`src/rtl/clk_ctrl_pkg.sv`:
```
// -----------------------------------------------------------------------------
// clk_ctrl_pkg
//   Shared encodings for the CPU clock-enable controller: FSM state codes
//   (also driven out on clk_ctrl.state) and the operating-mode codes
//   presented on clk_ctrl.mode.
// -----------------------------------------------------------------------------
package clk_ctrl_pkg;

    typedef enum logic [1:0] {
        S_HALT      = 2'b00,
        S_RUN       = 2'b01,
        S_STEP_ARM  = 2'b10,
        S_STEP_FIRE = 2'b11
    } state_e;

    // Code 11 is reserved and behaves exactly like MODE_HALT.
    typedef enum logic [1:0] {
        MODE_HALT = 2'b00,
        MODE_RUN  = 2'b01,
        MODE_STEP = 2'b10,
        MODE_RSVD = 2'b11
    } mode_e;

endpackage : clk_ctrl_pkg

```
`src/rtl/clk_ctrl_step_sync.sv`:
```
// -----------------------------------------------------------------------------
// step_sync
//   Conditions the asynchronous single-step button for the clk domain:
//   2-flop synchronizer, optional debounce, then a rising-edge detector that
//   emits a registered one-cycle step_pulse per qualified press.
//
//   Build option: CLK_CTRL_DEBOUNCE_EN -- when defined, the synchronized level
//   must stay high for DEB_CYCLES consecutive cycles before it qualifies; any
//   low cycle restarts the count. When undefined no debounce logic exists.
//
// Ports
//   clk        : system clock, rising edge
//   reset      : asynchronous, active-high
//   step_req   : raw step button, asynchronous, active-high
//   step_pulse : one-cycle pulse on each qualified 0->1 transition
// -----------------------------------------------------------------------------
module step_sync #(
    parameter int unsigned DEB_CYCLES = 255
) (
    input  logic clk,
    input  logic reset,
    input  logic step_req,
    output logic step_pulse
);

    // A zero stable time would make the debounce counter meaningless.
    if (DEB_CYCLES < 1) begin : g_deb_cycles_check
        $error("step_sync: DEB_CYCLES must be at least 1");
    end

    logic sync1;
    logic sync2;
    logic step_lvl;   // qualified button level feeding the edge detector
    logic lvl_d;      // previous qualified level

    // NOTE: every register in this slice uses non-blocking assignment so all
    // flops sample the pre-edge values; blocking here would collapse the
    // synchronizer stages into a single flop.
    always_ff @(posedge clk or posedge reset) begin
        if (reset) begin
            sync1 <= 1'b0;
            sync2 <= 1'b0;
        end else begin
            sync1 <= step_req;
            sync2 <= sync1;
        end
    end

`ifdef CLK_CTRL_DEBOUNCE_EN
    localparam int unsigned DEB_W = (DEB_CYCLES > 1) ? $clog2(DEB_CYCLES) : 1;

    logic [DEB_W-1:0] deb_cnt;
    logic             deb_lvl;

    // deb_cnt counts high cycles already seen; the level qualifies on the
    // DEB_CYCLES-th consecutive high sample and stays qualified while held.
    always_ff @(posedge clk or posedge reset) begin
        if (reset) begin
            deb_cnt <= '0;
            deb_lvl <= 1'b0;
        end else if (!sync2) begin
            deb_cnt <= '0;
            deb_lvl <= 1'b0;
        end else if (deb_cnt == DEB_W'(DEB_CYCLES - 1)) begin
            deb_lvl <= 1'b1;
        end else begin
            deb_cnt <= deb_cnt + DEB_W'(1);
        end
    end

    assign step_lvl = deb_lvl;
`else
    assign step_lvl = sync2;
`endif

    always_ff @(posedge clk or posedge reset) begin
        if (reset) begin
            lvl_d      <= 1'b0;
            step_pulse <= 1'b0;
        end else begin
            lvl_d      <= step_lvl;
            step_pulse <= step_lvl & ~lvl_d;
        end
    end

endmodule : step_sync

```
`src/rtl/clk_ctrl.sv`:
```
// -----------------------------------------------------------------------------
// clk_ctrl
//   Clock-enable controller for a CPU core. HALT: no enables. RUN: one
//   cpu_ce every div_reg+1 cycles. STEP: one cpu_ce per qualified press of
//   the step button. The divide ratio can be reloaded at run time; a load is
//   held pending until the current RUN period wraps (or applies on the next
//   cycle outside RUN) and is acknowledged with div_ack.
//
//   Build option: CLK_CTRL_DEBOUNCE_EN (see step_sync) adds DEB_CYCLES of
//   button debounce; step latency becomes DEB_CYCLES+4 instead of 4.
//
// Ports
//   clk        : system clock, rising edge
//   reset      : asynchronous, active-high
//   mode       : 00 HALT, 01 RUN, 10 STEP, 11 HALT
//   div_val    : new divide ratio (DIV_W bits)
//   div_load   : one-cycle request to load div_val
//   step_req   : asynchronous step button, active-high
//   clr_count  : synchronous clear of tick_count (wins over an increment)
//   cpu_ce     : one-cycle CPU clock-enable pulse
//   div_ack    : one-cycle pulse in the cycle a loaded ratio takes effect
//   tick_count : number of cpu_ce pulses issued, wraps modulo 2^CNT_W
//   state      : current FSM state encoding
// -----------------------------------------------------------------------------
module clk_ctrl
    import clk_ctrl_pkg::*;
#(
    parameter int unsigned DIV_W       = 8,
    parameter int unsigned DEFAULT_DIV = 10,
    parameter int unsigned CNT_W       = 16,
    parameter int unsigned DEB_CYCLES  = 255
) (
    input  logic             clk,
    input  logic             reset,
    input  logic [1:0]       mode,
    input  logic [DIV_W-1:0] div_val,
    input  logic             div_load,
    input  logic             step_req,
    input  logic             clr_count,
    output logic             cpu_ce,
    output logic             div_ack,
    output logic [CNT_W-1:0] tick_count,
    output logic [1:0]       state
);

    state_e           state_q;
    logic [DIV_W-1:0] div_reg;
    logic [DIV_W-1:0] div_cnt;
    logic [DIV_W-1:0] pend_val;
    logic             pend;
    logic             step_pulse;
    logic             wrap;
    logic             fire;
    logic             apply;

    step_sync #(
        .DEB_CYCLES (DEB_CYCLES)
    ) u_step_sync (
        .clk        (clk),
        .reset      (reset),
        .step_req   (step_req),
        .step_pulse (step_pulse)
    );

    // Last cycle of a RUN period.
    assign wrap  = (state_q == S_RUN) && (div_cnt == div_reg);

    // An enable is issued only if the FSM stays in the issuing state: a wrap
    // while mode leaves RUN, or a step pulse while mode leaves STEP, is lost.
    assign fire  = ((mode == MODE_RUN) && wrap) ||
                   ((mode == MODE_STEP) && (state_q == S_STEP_ARM) && step_pulse);

    // A pending ratio waits for a period boundary inside RUN; elsewhere there
    // is no period in flight, so it lands on the next cycle.
    assign apply = pend && ((state_q != S_RUN) || wrap);

    assign state = state_q;

    always_ff @(posedge clk or posedge reset) begin
        if (reset) begin
            state_q <= S_HALT;
            div_cnt <= '0;
            cpu_ce  <= 1'b0;
        end else begin
            cpu_ce <= fire;
            case (mode_e'(mode))
                MODE_RUN: begin
                    state_q <= S_RUN;
                    // Entering RUN from any other state restarts at 0.
                    if ((state_q == S_RUN) && !wrap) begin
                        div_cnt <= div_cnt + DIV_W'(1);
                    end else begin
                        div_cnt <= '0;
                    end
                end
                MODE_STEP: begin
                    div_cnt <= '0;
                    case (state_q)
                        S_STEP_ARM:  state_q <= step_pulse ? S_STEP_FIRE : S_STEP_ARM;
                        S_STEP_FIRE: state_q <= S_STEP_ARM;
                        default:     state_q <= S_STEP_ARM;
                    endcase
                end
                default: begin
                    state_q <= S_HALT;
                    div_cnt <= '0;
                end
            endcase
        end
    end

    // A load in the same cycle as an apply refills the pending slot, so the
    // newer value is kept for the following boundary.
    always_ff @(posedge clk or posedge reset) begin
        if (reset) begin
            div_reg  <= DIV_W'(DEFAULT_DIV);
            pend_val <= '0;
            pend     <= 1'b0;
            div_ack  <= 1'b0;
        end else begin
            div_ack <= apply;
            if (apply) begin
                div_reg <= pend_val;
            end
            if (div_load) begin
                pend_val <= div_val;
                pend     <= 1'b1;
            end else if (apply) begin
                pend     <= 1'b0;
            end
        end
    end

    // Counts alongside cpu_ce so the count is current in the enable cycle.
    always_ff @(posedge clk or posedge reset) begin
        if (reset) begin
            tick_count <= '0;
        end else if (clr_count) begin
            tick_count <= '0;
        end else if (fire) begin
            tick_count <= tick_count + CNT_W'(1);
        end
    end

endmodule : clk_ctrl

```
`config.mk`:
```
export PLATFORM = sky130hd
export DESIGN_NAME = clk_ctrl
export DESIGN_NICKNAME = d
export VERILOG_FILES = /design/src/rtl/clk_ctrl_pkg.sv /design/src/rtl/clk_ctrl_step_sync.sv /design/src/rtl/clk_ctrl.sv
export SDC_FILE = /design/constraint.sdc
export NUM_CORES = 1
export LEC_CHECK = 0
export ABC_AREA = 1
export CAP_MARGIN = 0
export CORE_ASPECT_RATIO = 1.75
export CORE_MARGIN = 2
export CORE_UTILIZATION = 35
export CTS_CLUSTER_SIZE = 8
export DETAILED_ROUTE_END_ITERATION = 10
export SLEW_MARGIN = 30
export SYNTH_ARGS = -nofsm -noshare
export SYNTH_HDL_FRONTEND = slang
export SYNTH_HIERARCHICAL = 1
export SYNTH_SLANG_ARGS = --single-unit
export TNS_END_PERCENT = 30
```
`constraint.sdc`:
```
create_clock -name clk -period 2.9 [get_ports clk]
set_input_delay 0.435 -clock clk [delete_from_list [all_inputs] [get_ports clk]]
set_output_delay 0.435 -clock clk [all_outputs]
set_load 0.05 [all_outputs]
```
==> summary.txt <==
Status
  • Status: finished, final reports clean

Timing
  • Relative slew slack: 39.7%
  • Final slew viol count: 0
  • Clock skew: 0.00439 ns
  • Fmax: 0.485 GHz
  • WHS: 0.360 ns
  • RSZ-0062 raised after global routing: no
  • Worst-margin pin slew: 0.903 ns
  • Fin crit share: 71.0%
  • Post-layout min period: 2.06 ns
  • Setup TNS Final: 0 ns
  • Final Hold Fails: 0
  • Final setup vio count: 0

GRT
  • Number of antenna violations at the first check in global routing: 0
  • Vias in the first global route: 2033
  • GRT met3 Usage: 3.01%
  • Grt ovf: 0
  • Met1 usage: 17.7%
  • Top Usage Layer GRT: met2
  • All-Layer GR Usage: 15.8%
  • GR Util met2: 28.2%
  • Global-route wire length before repair: 9.33 mm
  • Largest net degree at the start of global routing: 46

Clock network
  • Root buf cell: clkbuf_16
  • Post-CTS Hold Buffers: 0
  • Clk sink count: 49
  • CTS H-tree lvls: 2
  • Clk buf depth: 2
  • CTS resizes: 0
  • CTS tree: done
  • Post CTS Setup Buffer Count: 0
  • Worst-Skew Late Latency: 0.29 ns
  • CTS clk-pin slew, worst paths: 0.06 ns
  • Number of buffers created by CTS: 5

Cells and area
  • Final instance area: 0.00311 sq mm
  • Proportion of layout cells with a drive suffix above 1: 7.02%
  • Register Area: 0.00123 sq mm
  • Area Overhead vs Synth: 24.3%
  • Antenna cells: 0
  • FILL cells: 701
  • Final core occ: 45.1%
  • Layout Nets: 361
  • Top reg by flops: tick_count
  • Multi-input logic area: 0.00110 sq mm
  • Max reg flops: 16

Pwr
  • NetSw: 0.364 mW
  • Total power: 1.63 mW
  • Maximum VDD drop: 0.335 mV
  • Comb pwr share: 8.7%
  • Part of the power in registers: 45.6%
  • LEAKAGE: 1.57 nW
  • Pwr Density: 525 mW/mm^2
  • Switching part of the total power: 22.3%
  • Cell internal pwr: 1.27 mW
  • Clock power share: 45.6%

Synth
  • Cell Area, Synth: 0.00250 sq mm
  • Number of library cell types mapped by synthesis: 24
  • Yosys warns: 6
  • Syn_nets: 326
  • Most frequent cell after synthesis: nand2_1
  • Post-synth top area share: 47.0%
  • Syn Inst Count: 306
  • Ys flop type: dfrtp_1
  • Syn Area/Cell: 8.18 sq um
  • Synth Register Bits: 49
  • Async set or reset register ratio after synthesis: 100%
  • Top post-synthesis cells by area: dfrtp_1 (47%), nand2_1 (14%), nand3_1 (7.4%)
  • Register area share after synthesis: 49.1%
  • Top cell type by total area after synthesis: dfrtp_1
  • Post-synth EDFFs: 0
  • Post-synth top cells: nand2_1 (96), dfrtp_1 (47), nand3_1 (37)

Drt
  • Via density: 4.73
  • DRC Markers: 0
  • 1st-iter DRT viols: 60
  • WL final: 5.41 mm
  • DRT antenna net count: 0
  • Vias: 2017
  • DR pass1 iterations: 4
  • Routed WL per cell: 12.7 um

Critical path
  • CP cell instances: clkdlybuf4s50_1
  • Crit path max-delay cell type: clkdlybuf4s50_1
  • Worst Path Arrival: 1.63 ns
  • Worst setup path class: flip-flop to output pin
  • CP Launch Type: flip-flop
  • CP peak stage delay: 0.86 ns
  • Crit path required time: 2.47 ns
  • Critical path peak fanout: 7
  • CP endpoint kind: output pin
  • Top cell family by delay on the critical path: buffers and inverters
  • Critical path buffer and inverter count: 1

Die
  • Core Area: 0.00691 sq mm
  • Die W: 67.9 um
  • # rows: 40
  • Die H: 116 um
  • Boundary pin count: 35
  • Die area: 0.00787 sq mm
  • Starting density of the core: 36.2%

Place
  • HPWL Detailed: 3.97 mm
  • Dpl cell area: 0.00292 sq mm
  • Final GP Congestion: 0.847
  • I/O Buffers: 34

Hold path
  • Hold Crit Class: flip-flop to flip-flop

Job
  • Max Cap Viol: 0
==> cell families after synthesis <==
family / share of synthesized area (%)
compound gates: 0.200
xor+xnor: 7.35
fa+ha+maj: 2.50
buf+inv: 7.10
flops: 49.1
simple gates: 33.8
==> final timing paths <==
check | from | end | slack (ns) | cells after the start
max in group asynchronous | reset | div_reg[6]$_DFFE_PP0P_ | 1.82 | 2
max | tick_count[2]$_DFFE_PP0P_ | tick_count[2] | 0.84 | 1
min | u_step_sync/sync1$_DFF_PP0_ | u_step_sync/step_lvl$_DFF_PP0_ | 0.36 | 0
min in group asynchronous | reset | u_step_sync/step_lvl$_DFF_PP0_ | 0.38 | 2
max reg2reg | tick_count[0]$_DFFE_PP0P_ | tick_count[14]$_DFFE_PP0P_ | 1.23 | 9
min reg2reg | u_step_sync/sync1$_DFF_PP0_ | u_step_sync/step_lvl$_DFF_PP0_ | 0.36 | 0
==> cells in the final DEF, fill, tap and decap left out, drive strengths merged <==
cell type      instances
nand2                100
dfrtp                 47
nand3                 38
clkdlybuf4s50         34
inv                   34
nor2                  27
nand4                 18
xor2                  15
xnor2                  6
ha                     5
clkbuf                 5
clkinv                 3
bufinv                 2
dfstp                  2
buf                    2
nor3b                  2
a21oi                  1
nor3                   1
==> power groups by stage <==
stage / Combinational (mW) / Sequential (mW) / Clock [mW]
floorplan: 0.0898 / 0.760 / 0
CTS: 0.147 / 0.745 / 0.762
global placement: 0.143 / 0.757 / 0
detailed placement: 0.146 / 0.758 / 0
global route: 0.166 / 0.750 / 0.794
finish: 0.143 / 0.745 / 0.745
==> per-layer routing <==
metal	share of wire, %	wire length [um]
met4	2.0	109
met2	55	2990
met5	0	0
met1	40	2160
met3	2.7	148
==> layout make-up <==
type	instances	area share (%)
Sequential cell	49	39.5
Multi-Input combinational cell	213	35.2
Timing Repair Buffer	36	11.4
Inverter	36	4.38
Clock buffer	5	4.02
Tap cell	84	3.38
Clock inverter	3	2.09
==> through the flow <==
stage / std cells / setup WS [ns]
final: 426 / 0.840
after global routing: 426 / 0.790
after CTS: 426 / 0.829
after detailed placement: 418 / 0.740
after global placement: 418 / 0.776
after floorplan: 306 / 1.18
(Power assumes the default switching activity.)
